[src/rtl/pipe_fetch_ctrl.sv]
// Fetch and pipeline-control unit for the LC-3b pipeline: owns the PC and the fetch handshake,
// and drives per-stage load enables and valid bits for data stalls, load-use bubbles and branch flushes.
module pipe_fetch_ctrl #(
  parameter int               WIDTH     = 16,
  parameter int               NSTAGES   = 5,
  parameter logic [WIDTH-1:0] RESET_PC  = '0,
  parameter int               CNT_WIDTH = 16
) (
  input  logic                 clk,
  input  logic                 reset,
  output logic                 inst_mem_read,
  output logic [WIDTH-1:0]     inst_mem_addr,
  input  logic                 inst_mem_resp,
  input  logic [WIDTH-1:0]     inst_mem_rdata,
  input  logic                 data_req,
  input  logic                 data_mem_resp,
  output logic                 data_mem_go,
  input  logic                 br_taken,
  input  logic [WIDTH-1:0]     br_target,
  input  logic [2:0]           id_src_a,
  input  logic [2:0]           id_src_b,
  input  logic                 id_use_a,
  input  logic                 id_use_b,
  input  logic                 id_is_load,
  input  logic [2:0]           id_dest,
  output logic [WIDTH-1:0]     if_ir,
  output logic [WIDTH-1:0]     if_pc,
  output logic [NSTAGES-2:0]   stage_load,
  output logic [NSTAGES-2:0]   stage_valid,
  output logic [CNT_WIDTH-1:0] stall_count
);

  localparam int NR  = NSTAGES - 1;
  localparam int MEM = NSTAGES - 3;
  localparam int WB  = NSTAGES - 2;

  typedef enum logic [1:0] {
    FETCH    = 2'd0,
    HOLD     = 2'd1,
    REDIRECT = 2'd2
  } fetch_state_t;

  fetch_state_t    state, state_next;
  logic [WIDTH-1:0] pc, pc_next, pc_plus2;
  logic [WIDTH-1:0] hold_ir, hold_ir_next;
  logic [WIDTH-1:0] redir, redir_next;
  logic             fetch_valid;
  logic [NR-1:0]    valid_next;

  logic             mvalid, dstall, flush, luh, adv, hazard_hit;

  // Shadow of the load/dest fields for regs 1..MEM-1; validity comes from stage_valid.
  logic             sh_load [1:MEM-1];
  logic [2:0]       sh_dest [1:MEM-1];

  assign pc_plus2      = pc + WIDTH'(2);
  assign inst_mem_addr = pc;
  assign mvalid        = stage_valid[MEM];
  assign dstall        = mvalid & data_req & ~data_mem_resp;
  assign flush         = mvalid & br_taken & ~dstall;
  assign luh           = ~flush & stage_valid[0] & hazard_hit;
  assign adv           = flush | (~dstall & ~luh);
  assign data_mem_go   = mvalid & data_req;

  always_comb begin
    hazard_hit = 1'b0;
    for (int k = 1; k < MEM; k++) begin
      if (stage_valid[k] && sh_load[k] &&
          ((id_use_a && (id_src_a == sh_dest[k])) || (id_use_b && (id_src_b == sh_dest[k]))))
        hazard_hit = 1'b1;
    end
  end

  always_comb begin
    stage_load = '1;
    if (dstall) begin
      stage_load     = '0;
      stage_load[WB] = 1'b1;
    end else if (luh) begin
      stage_load[0] = 1'b0;
    end
  end

  always_comb begin
    valid_next = stage_valid;
    if (dstall) begin
      valid_next[WB] = 1'b0;
    end else if (flush) begin
      valid_next     = '0;
      valid_next[WB] = 1'b1;
    end else if (luh) begin
      valid_next    = {stage_valid[NR-2:0], stage_valid[0]};
      valid_next[1] = 1'b0;
    end else begin
      valid_next = {stage_valid[NR-2:0], fetch_valid};
    end
  end

  always_comb begin
    state_next    = state;
    pc_next       = pc;
    hold_ir_next  = hold_ir;
    redir_next    = redir;
    fetch_valid   = 1'b0;
    inst_mem_read = ~reset;
    if_ir         = inst_mem_rdata;
    if_pc         = pc_plus2;
    case (state)
      FETCH: begin
        if (inst_mem_resp) begin
          if (flush) begin
            pc_next = br_target;
          end else if (adv) begin
            fetch_valid = 1'b1;
            pc_next     = pc_plus2;
          end else begin
            hold_ir_next = inst_mem_rdata;
            pc_next      = pc_plus2;
            state_next   = HOLD;
          end
        end else if (flush) begin
          redir_next = br_target;
          state_next = REDIRECT;
        end
      end
      HOLD: begin
        inst_mem_read = 1'b0;
        if_ir         = hold_ir;
        if_pc         = pc;
        if (flush) begin
          pc_next    = br_target;
          state_next = FETCH;
        end else if (adv) begin
          fetch_valid = 1'b1;
          state_next  = FETCH;
        end
      end
      REDIRECT: begin
        // The outstanding fetch must complete before the address may move.
        if (inst_mem_resp) begin
          pc_next    = flush ? br_target : redir;
          state_next = FETCH;
        end else if (flush) begin
          redir_next = br_target;
        end
      end
      default: state_next = FETCH;
    endcase
  end

  always_ff @(posedge clk or posedge reset) begin
    if (reset) begin
      state       <= FETCH;
      pc          <= RESET_PC;
      hold_ir     <= '0;
      redir       <= RESET_PC;
      stage_valid <= '0;
    end else begin
      state       <= state_next;
      pc          <= pc_next;
      hold_ir     <= hold_ir_next;
      redir       <= redir_next;
      stage_valid <= valid_next;
    end
  end

  always_ff @(posedge clk or posedge reset) begin
    if (reset) begin
      for (int k = 1; k < MEM; k++) begin
        sh_load[k] <= 1'b0;
        sh_dest[k] <= '0;
      end
    end else begin
      if (stage_load[1]) begin
        sh_load[1] <= stage_valid[0] & id_is_load & ~luh & ~flush;
        sh_dest[1] <= id_dest;
      end
      for (int k = 2; k < MEM; k++) begin
        if (stage_load[k]) begin
          sh_load[k] <= sh_load[k-1];
          sh_dest[k] <= sh_dest[k-1];
        end
      end
    end
  end

  always_ff @(posedge clk or posedge reset) begin
    if (reset)
      stall_count <= '0;
    else if ((dstall | luh) && !(&stall_count))
      stall_count <= stall_count + CNT_WIDTH'(1);
  end

endmodule

[config.mk]
export PLATFORM = sky130hd
export DESIGN_NAME = pipe_fetch_ctrl
export DESIGN_NICKNAME = d
export VERILOG_FILES = /design/src/rtl/pipe_fetch_ctrl.sv
export SDC_FILE = /design/constraint.sdc
export NUM_CORES = 1
export LEC_CHECK = 0
export ABC_AREA = 1
export CAP_MARGIN = 20
export CORE_UTILIZATION = 45
export DETAILED_ROUTE_END_ITERATION = 8
export GPL_TIMING_DRIVEN = 0
export PLACE_DENSITY_LB_ADDON = 0.3
export SLEW_MARGIN = 15
export SYNTH_ARGS = -nofsm -noshare
export SYNTH_HDL_FRONTEND = slang
export SYNTH_SLANG_ARGS = --single-unit
[constraint.sdc]
create_clock -name clk -period 2.5 [get_ports clk]
set_input_delay 0.5 -clock clk [delete_from_list [all_inputs] [get_ports clk]]
set_output_delay 0.5 -clock clk [all_outputs]
set_load 0.02 [all_outputs]
* After elaboration in Yosys (flattened, before gate mapping)
Cells that the tools add are included.
** Storage, ports and cells
- Memory bits (read-only) :: 0
- Bits in latches :: 0
- Memory bits (writable) :: 0
- Logic and storage cells :: 86
- Memories :: 0
- Output and inout port bits :: 74
- Register bits after elaboration :: 74
- Input bits :: 50
** Operators by class
- Multipliers :: 0
- Shift-type cells :: 0
- Reduce and logical (&&, ||, !) cells :: 16
- Bitwise logic cells :: 19
- $lt $le $gt $ge :: 0
- Equal/unequal tests :: 12
- Add/sub/neg operators :: 2
- Muxes and demuxes :: 27
- Divide/modulo/power cells :: 0
** Operators by type and width (number)
- $mux 16 :: 7
- $pmux 16 s3 :: 1
- $mux 2 :: 9
- $add 16x1->16 const B :: 1
- $add 16x2->16 const B :: 1
- $reduce_and 16->1 :: 1
- $ne 3x3->1 const B :: 4
- $and 1x1->1 :: 10
- $ne 2x2->1 const B :: 4
- $reduce_and 4->1 :: 2
- $mux 1 :: 7
- $not 1->1 :: 7
- $eq 3x3->1 :: 2
- $pmux 2 s3 :: 1
- $logic_and 1x1->1 :: 5
- $reduce_and 5->1 :: 1
- $mux 4 :: 1
- $reduce_and 2->1 :: 2
- $reduce_bool 3->1 :: 1
- $eq 2x1->1 const B :: 1
- $eq 2x2->1 const B :: 1
- $logic_not 2->1 :: 1
- $or 1x1->1 :: 2
- $pmux 1 s2 :: 1
- 3 further kinds :: 3

* Depth between registers and ports, before layout
Gate-level depths: netlist (run 1).
- Depth after elaboration :: 16
- Mapped depth :: 14
- Mapped depth without buffers :: 13

* Least setup slack after synthesis (run 1)
No wires, ideal clock.
- Path kind :: register to output
- Start :: reg pc[1], in the netlist inst_mem_addr[1]
- End :: out if_pc[15]
- Cell stages (with the launch flop) :: 10
- Slack :: 0.239 ns
- Arrival time :: 1.761 ns
- Path through :: dfrtp_1 ha_1 inv_1 nor2_1 nand2_1 nor2_1 nand3_1 xor2_1 nand2_1 o21ai_0
** On the way
- Cells in the longest elaborated chain, start to end :: 2
** RTL lines
- start, declared :: line 44 : logic [WIDTH-1:0] pc, pc_next, pc_plus2;
- start signal, assigned :: line 160 : pc <= pc_next;
- $add 16x2->16 :: line 56 : assign pc_plus2 = pc + WIDTH'(2);
- $mux 16 :: line 108 : case (state)
- end, declared :: line 27 : output logic [WIDTH-1:0] if_pc,
Every way passes these cells.

* Final worst setup path (run 1)
- Start :: reg state[1]
- End :: out if_pc[3]
** On the way
- Cells in the longest elaborated chain, start to end :: 2
** RTL lines
- start, declared :: line 43 : fetch_state_t state, state_next;
- start signal, assigned :: line 159 : state <= state_next;
- $eq 2x1->1 :: line 108
- $mux 16 :: line 108
Every way passes these cells.

==> impl_metrics.env, run 1 <==
export IMPL_antenna_cells=0
export IMPL_postLayoutCoreUtil_pct=63.78
export IMPL_syn_to_final_growth_pct=35.27
export IMPL_drive_above_1_share_pct=14.29
export IMPL_synth_top_family_by_area="simple AND/OR/NAND/NOR gates"
export IMPL_min_path_type="in2async"
export IMPL_portBuffers=122
export IMPL_leakage_nw=2.936
export IMPL_clock_tree_root_cell="clkbuf_8"
export IMPL_wl_mm=13.72
export IMPL_coreArea_sq_um=9910
export IMPL_ys_ff_latch=74
export IMPL_hold_viol_final=0
export IMPL_synth_yosys_warnings=0
export IMPL_synth_cell_types=30
export IMPL_rsz0062_at_grt="true"
export IMPL_yosys_area_share_simple_pct=26.81
export IMPL_hold_buffers=0
export IMPL_cp_slowest_stage_delay_ps=400
export IMPL_die_y_microns=103.9
export IMPL_vias=5095
export IMPL_netlist_instances=675
export IMPL_antenna_left=0
export IMPL_syn_cell_area_sq_um=4672
export IMPL_power_density_nw_per_um2=1171
export IMPL_worstPathCellList="inv_1, ha_1, buf_4, clkbuf_8, clkbuf_4, nand2_1, o21ai_0, buf_2"
export IMPL_maxSlewHeadroom_pct=65.01
export IMPL_synth_top_cell_area_share_pct=39.64
export IMPL_crit_fanout=10
export IMPL_critPathCaptureType="output pin"
export IMPL_cp_top_family="buffers and inverters"
export IMPL_period_share_pct=97.86
export IMPL_grt_pass1_vias=4992
export IMPL_fmax_mhz=408.8
export IMPL_finalSetupTns_ps=0
export IMPL_ff2ff_path_depth=11
export IMPL_setup_viol=0
export IMPL_reg2reg_to="inst_mem_addr[7]"
export IMPL_arrival_ps=1950
export IMPL_cts_tree="built"
export IMPL_cts_inserted_buffers=9
export IMPL_place_congestion=0.8586
export IMPL_period_needed_ps=2446
export IMPL_yosysSeqAreaShare_pct=39.64
export IMPL_crit_reg2reg_launch="state[1]"
export IMPL_clk_latency_ps=360
export IMPL_route_detailed_drc=0
export IMPL_fp_dieW_microns=103.9
export IMPL_synth_nets=731
export IMPL_crit_type="reg2out"
export IMPL_dp_hpwl_mm=9.976
export IMPL_grt_max_degree=52
export IMPL_fin_skew_ps=15.62
export IMPL_antenna_found_initial=0
export IMPL_initial_utilization_pct=47.15
export IMPL_slew_violations=0
export IMPL_clock_sinks=74
export IMPL_outcome="completed"
export IMPL_syn_avg_cell_area_sq_um=6.921
export IMPL_firstDrtPassIters=5
export IMPL_post_drt_wl_per_cell_microns=14.31
export IMPL_critPathLaunchType="flop"
export IMPL_cts_buffer_depth=2
export IMPL_mostFrequentLayoutCell="nand2_1"
export IMPL_cts_clk_slew_worst_paths_ps=90
export IMPL_h_tree_depth=3
export IMPL_synthAdderAreaFrac_pct=1.607
export IMPL_grt_overflow_total=0
export IMPL_synth_area_top_cells="dfrtp_1, nand2_1, o21ai_0"
export IMPL_cap_violations=0
export IMPL_ir_drop_mv=0.5603
export IMPL_dieArea_sq_um=10790
export IMPL_final_cell_mix="nand2_1, clkdlybuf4s50_1, inv_1"
export IMPL_path_buf_inv=5
export IMPL_muxShareOfSynthArea_pct=0
export IMPL_cp_required_ps=2000
export IMPL_r2r_slack_ps=390
export IMPL_yosysTopAreaCell="dfrtp_1"
export IMPL_synth_compound_area_share_pct=16.18
export IMPL_critPathSlowestCell="dfrtp_1"
export IMPL_grt_use_total_pct=25.59
export IMPL_ioPinCount=124
export IMPL_vias_per_cell=5.313
export IMPL_num_rows=36
export IMPL_tightest_slew_ps=524.8
export IMPL_nets=877
export IMPL_drtIter0Drc=311
export IMPL_synth_xor_area_share_pct=4.499
export IMPL_grt_pass1_wl_mm=22.47
-- routing by layer --
metal | part of all wire, % | routed length (microns) | global-route usage, % | vias up
li1 | - | - | - | 2433
met1 | 42 | 5712 | 32.10 | 2446
met2 | 49 | 6792 | 44.19 | 183
met3 | 6.2 | 847 | 4.073 | 33
met4 | 2.7 | 370 | 9.796 | 0
met5 | 0 | 0 | 0 | -
-- worst max-delay path by stage --
stage	start	to	slack [ps]	cells after the start
2_1_floorplan	reset	hold_ir[0]	120	1
3_3_place_gp	reset	stall_count[2]	-1250	2
3_5_place_dp	state[1]	if_pc[12]	-590	9
4_1_cts	state[1]	if_ir[6]	2	8
5_1_grt	inst_mem_addr[2]	if_pc[15]	-9	10
6_report	state[1]	if_pc[3]	50	8
-- metrics by stage --
stage | hold WS [ps] | instances | total power [mW] | setup slack, ps | instance area, sq um
finish | 483.9 | 959 | 7.399 | 53.56 | 6320
global route | 510.1 | 959 | 7.950 | -8.947 | 6320
CTS | 493.2 | 952 | 7.410 | 1.695 | 6367
detailed placement | 476.6 | 931 | 6.523 | -589.1 | 6090
global placement | 472.4 | 930 | 6.410 | -1247 | 6060
floorplan | 452.9 | 675 | 4.732 | 118.4 | 4672
-- synth_stat cells --
master	number
a21oi_1	27
a21oi_2	1
a221oi_1	1
a22oi_1	2
buf_1	1
buf_2	10
buf_4	6
buf_6	4
clkbuf_1	13
conb_1	1
dfrtp_1	74
ha_1	6
inv_1	85
inv_2	3
nand2_1	216
nand2_2	2
nand2_4	1
nand3_1	30
nand3_2	1
nand3b_1	2
nand4_1	8
nor2_1	25
nor2_4	3
nor3_1	11
nor3_2	1
o21ai_0	81
o21ai_1	35
o21bai_1	1
xnor2_1	5
xor2_1	19
-- power breakdown --
| part | internal [mW] | switching (mW) |
|---|---|---|
| registers | 1.66 | 0.347 |
| logic | 1.69 | 2.81 |
| clock network | 0.375 | 0.512 |
| total | 3.73 | 3.67 |
-- final cells by class --
type | instances | area, sq um
timing repair buffer | 136 | 1192
sequential | 74 | 1857
tap | 133 | 166.4
clock buffer | 9 | 123.9
buffer | 33 | 224.0
inverter | 88 | 336.6
clock inverter | 7 | 60.06
multi-input combinational | 479 | 2360
fill | 946 | 3590
-- logic make-up after synthesis --
logic type,after synthesis
buffers and inverters,122
other,1
AOI/OAI and AO/OA,148
and+or+nand+nor,300
adders and majority gates,6
DFF,74
xor gates and xnor gates,24
-- registers in the layout, summed over array words and instances, names as in the netlist --
register       cells
hold_ir           16
inst_mem_addr     16
redir             16
sh_dest            3
sh_load            1
stage_valid        4
stall_count       16
state              2
-- repair_timing --
item / in CTS / in global routing
endpoints found under the setup margin: 35 / 30
buffers inserted: 6 / 7
gates resized for setup: 148 / 50
pin swaps: 4 / 6
Note: power is estimated with default switching activity, not from simulation.
==> run 2: changes to the inputs <==
ABC_AREA = not set   (was 1)
CORE_UTILIZATION = 44   (was 45)
==> impl_metrics.env, run 2 <==
export IMPL_mostFrequentLayoutCell="clkdlybuf4s50_1"
export IMPL_portBuffers=121
export IMPL_final_cell_mix="clkdlybuf4s50_1, dfrtp_1, nand2_1"
export IMPL_antenna_found_initial=0
export IMPL_ioPinCount=124
export IMPL_r2r_slack_ps=110
export IMPL_vias_per_cell=5.548
export IMPL_fmax_mhz=374.9
export IMPL_dp_hpwl_mm=8.778
export IMPL_leakage_nw=2.773
export IMPL_endpoint="if_pc[15]"
export IMPL_synth_nets=518
export IMPL_power_density_nw_per_um2=1067
export IMPL_grt_overflow_total=0
export IMPL_firstDrtPassIters=6
export IMPL_async_flop_share_pct=100.0
export IMPL_period_share_pct=106.7
export IMPL_crit_reg2reg_launch="state[1]"
export IMPL_setup_viol=6
export IMPL_crit_fanout=2
export IMPL_outcome="complete, but fails checks"
export IMPL_fin_skew_ps=8.937
export IMPL_finalSetupTns_ps=-671.8
export IMPL_synth_cell_types=63
export IMPL_synth_area_top_cells="dfrtp_1, mux2_2, xnor2_1"
export IMPL_grt_pass1_wl_mm=19.84
export IMPL_clk_latency_ps=350
export IMPL_setup_slack_ps=-167.2
export IMPL_clock_tree_root_cell="clkbuf_8"
export IMPL_period_needed_ps=2667
export IMPL_ff2ff_path_depth=8
export IMPL_fillers=799
export IMPL_min_path_type="reg2reg"
export IMPL_initial_utilization_pct=45.89
export IMPL_ir_drop_mv=0.6427
export IMPL_multi_input_area_sq_um=2606
export IMPL_critPathCaptureType="output pin"
export IMPL_synth_yosys_warnings=0
export IMPL_grt_pass1_vias=4148
export IMPL_post_drt_wl_per_cell_microns=17.11
export IMPL_route_detailed_drc=0
export IMPL_nets=673
export IMPL_cts_clk_slew_worst_paths_ps=90
export IMPL_netlist_instances=462
export IMPL_coreArea_sq_um=9864
export IMPL_rsz0062_at_grt="true"
export IMPL_antenna_left=0
export IMPL_maxSlewHeadroom_pct=62.42
export IMPL_arrival_ps=2170
export IMPL_wl_mm=12.90
export IMPL_cts_buffer_depth=2
export IMPL_die_y_microns=103.4
export IMPL_cp_required_ps=2000
export IMPL_critPathLaunchType="flop"
export IMPL_drtIter0Drc=255
export IMPL_yosysTopAreaCell="dfrtp_1"
export IMPL_grt_use_total_pct=24.39
export IMPL_synth_most_common_cell="dfrtp_1"
export IMPL_cap_violations=0
export IMPL_dieArea_sq_um=10700
export IMPL_antenna_cells=0
export IMPL_vias=4183
export IMPL_ys_ff_latch=74
export IMPL_num_rows=36
export IMPL_yosysSeqAreaShare_pct=40.91
export IMPL_cts_tree="built"
export IMPL_syn_to_final_growth_pct=42.76
export IMPL_dpl_worst_slack_ps=-835.5
export IMPL_clock_sinks=74
export IMPL_violations="setup timing"
export IMPL_place_congestion=0.8426
export IMPL_cts_inserted_buffers=9
export IMPL_grt_max_degree=36
export IMPL_reg2reg_to="inst_mem_addr[12]"
export IMPL_critPathLaunch="inst_mem_addr[2]"
export IMPL_syn_cell_area_sq_um=4527
export IMPL_crit_type="reg2out"
export IMPL_yosys_most_used_dff="dfrtp_1"
export IMPL_drive_above_1_share_pct=29.79
export IMPL_synthTopCellsByCount="dfrtp_1, nand2_1, mux2_2"
export IMPL_final_seq_area_sq_um=1858
export IMPL_h_tree_depth=3
export IMPL_synth_edff_count=0
export IMPL_hold_viol_final=0
export IMPL_slew_violations=0
export IMPL_finalPower_mw=6.896
export IMPL_fp_dieW_microns=103.4
export IMPL_synth_top_cell_area_share_pct=40.91
export IMPL_syn_avg_cell_area_sq_um=9.798
export IMPL_tightest_slew_ps=562.5
## run 2: changes by cell type after synthesis, moves of 6 or more
| cell | change |
|---|---|
| mux2i_1 | +6 |
| mux2_4 | +9 |
| xnor2_1 | +27 |
| and3_1 | +7 |
| inv_1 | -80 |
| nand2_1 | -154 |
| o21ai_0 | -63 |
| mux2_2 | +43 |
| nand3_1 | -16 |
| o21ai_1 | -33 |
## run 2: kinds of logic after synthesis
kind of cell,synth area share [%]
flops,40.91
simple gates,15.56
buf+inv,4.312
xor+xnor,8.900
fa+ha+maj,1.658
other cells,0.08284
mux,15.01
compound gates,13.57
## run 2: final cells by class
cell class / instances / share of cell area (%)
inverter: 5 / 0.3872
multi-input combinational: 346 / 40.33
sequential: 74 / 28.75
timing repair buffer: 147 / 21.01
clock buffer: 9 / 1.917
tap: 133 / 2.575
buffer: 34 / 3.621
clock inverter: 6 / 1.413
## run 2: layer usage
metal / routed length [microns] / share of wire [%] / vias to the layer above / global-route usage, %
met5: 0 / 0 / - / 0
met4: 361 / 2.8 / 0 / 12.57
met3: 806 / 6.2 / 36 / 5.108
met2: 6323 / 49 / 167 / 39.48
met1: 5412 / 42 / 2045 / 30.87
li1: - / - / 1935 / -
## run 2: power by group
group	leakage [nW]	switching, mW	internal (mW)
Sequential	0.932	0.344	1.66
Combinational	1.73	2.05	1.80
Clock	0.110	0.484	0.562
## run 2: worst min path at each step
stage | startpoint | end | slack, ps | cells after the start
after global placement | stall_count[7] | stall_count[7] | 480 | 1
after global routing | redir[2] | redir[2] | 530 | 1
final | stall_count[11] | stall_count[11] | 510 | 1
after detailed placement | hold_ir[7] | hold_ir[7] | 490 | 1
after CTS | hold_ir[9] | hold_ir[9] | 510 | 1
after floorplan | sh_load | sh_load | 470 | 1
## run 2: metrics by stage
| stage | std cells | util (%) | hold WS (ps) | cell area [sq um] |
|---|---|---|---|---|
| CTS | 747 | 65.30 | 509.8 | 6441 |
| finish | 754 | 65.51 | 506.6 | 6462 |
| global route | 754 | 65.51 | 526.8 | 6462 |
| floorplan | 462 | - | 473.0 | 4548 |
| detailed placement | 718 | 60.55 | 489.8 | 5973 |
| global placement | 716 | 60.07 | 479.3 | 5926 |
## run 2: critical path: stages, from the launching register on
cell and delay, ps:
dfrtp_1 430, ha_4 160, nand4_1 170, or3_4 410, nor3_4 210, nand3_2 120, xnor2_2 160, buf_4 160
## run 2: repair_timing
action / 4_1_cts / 5_1_grt
resized for setup: 143 / 38
pin swaps: 10 / 7
hold buffers: 0 / 0
buffers inserted: 16 / 9
endpoints found under the hold margin: 0 / 0
endpoints found under the setup margin: 45 / 56
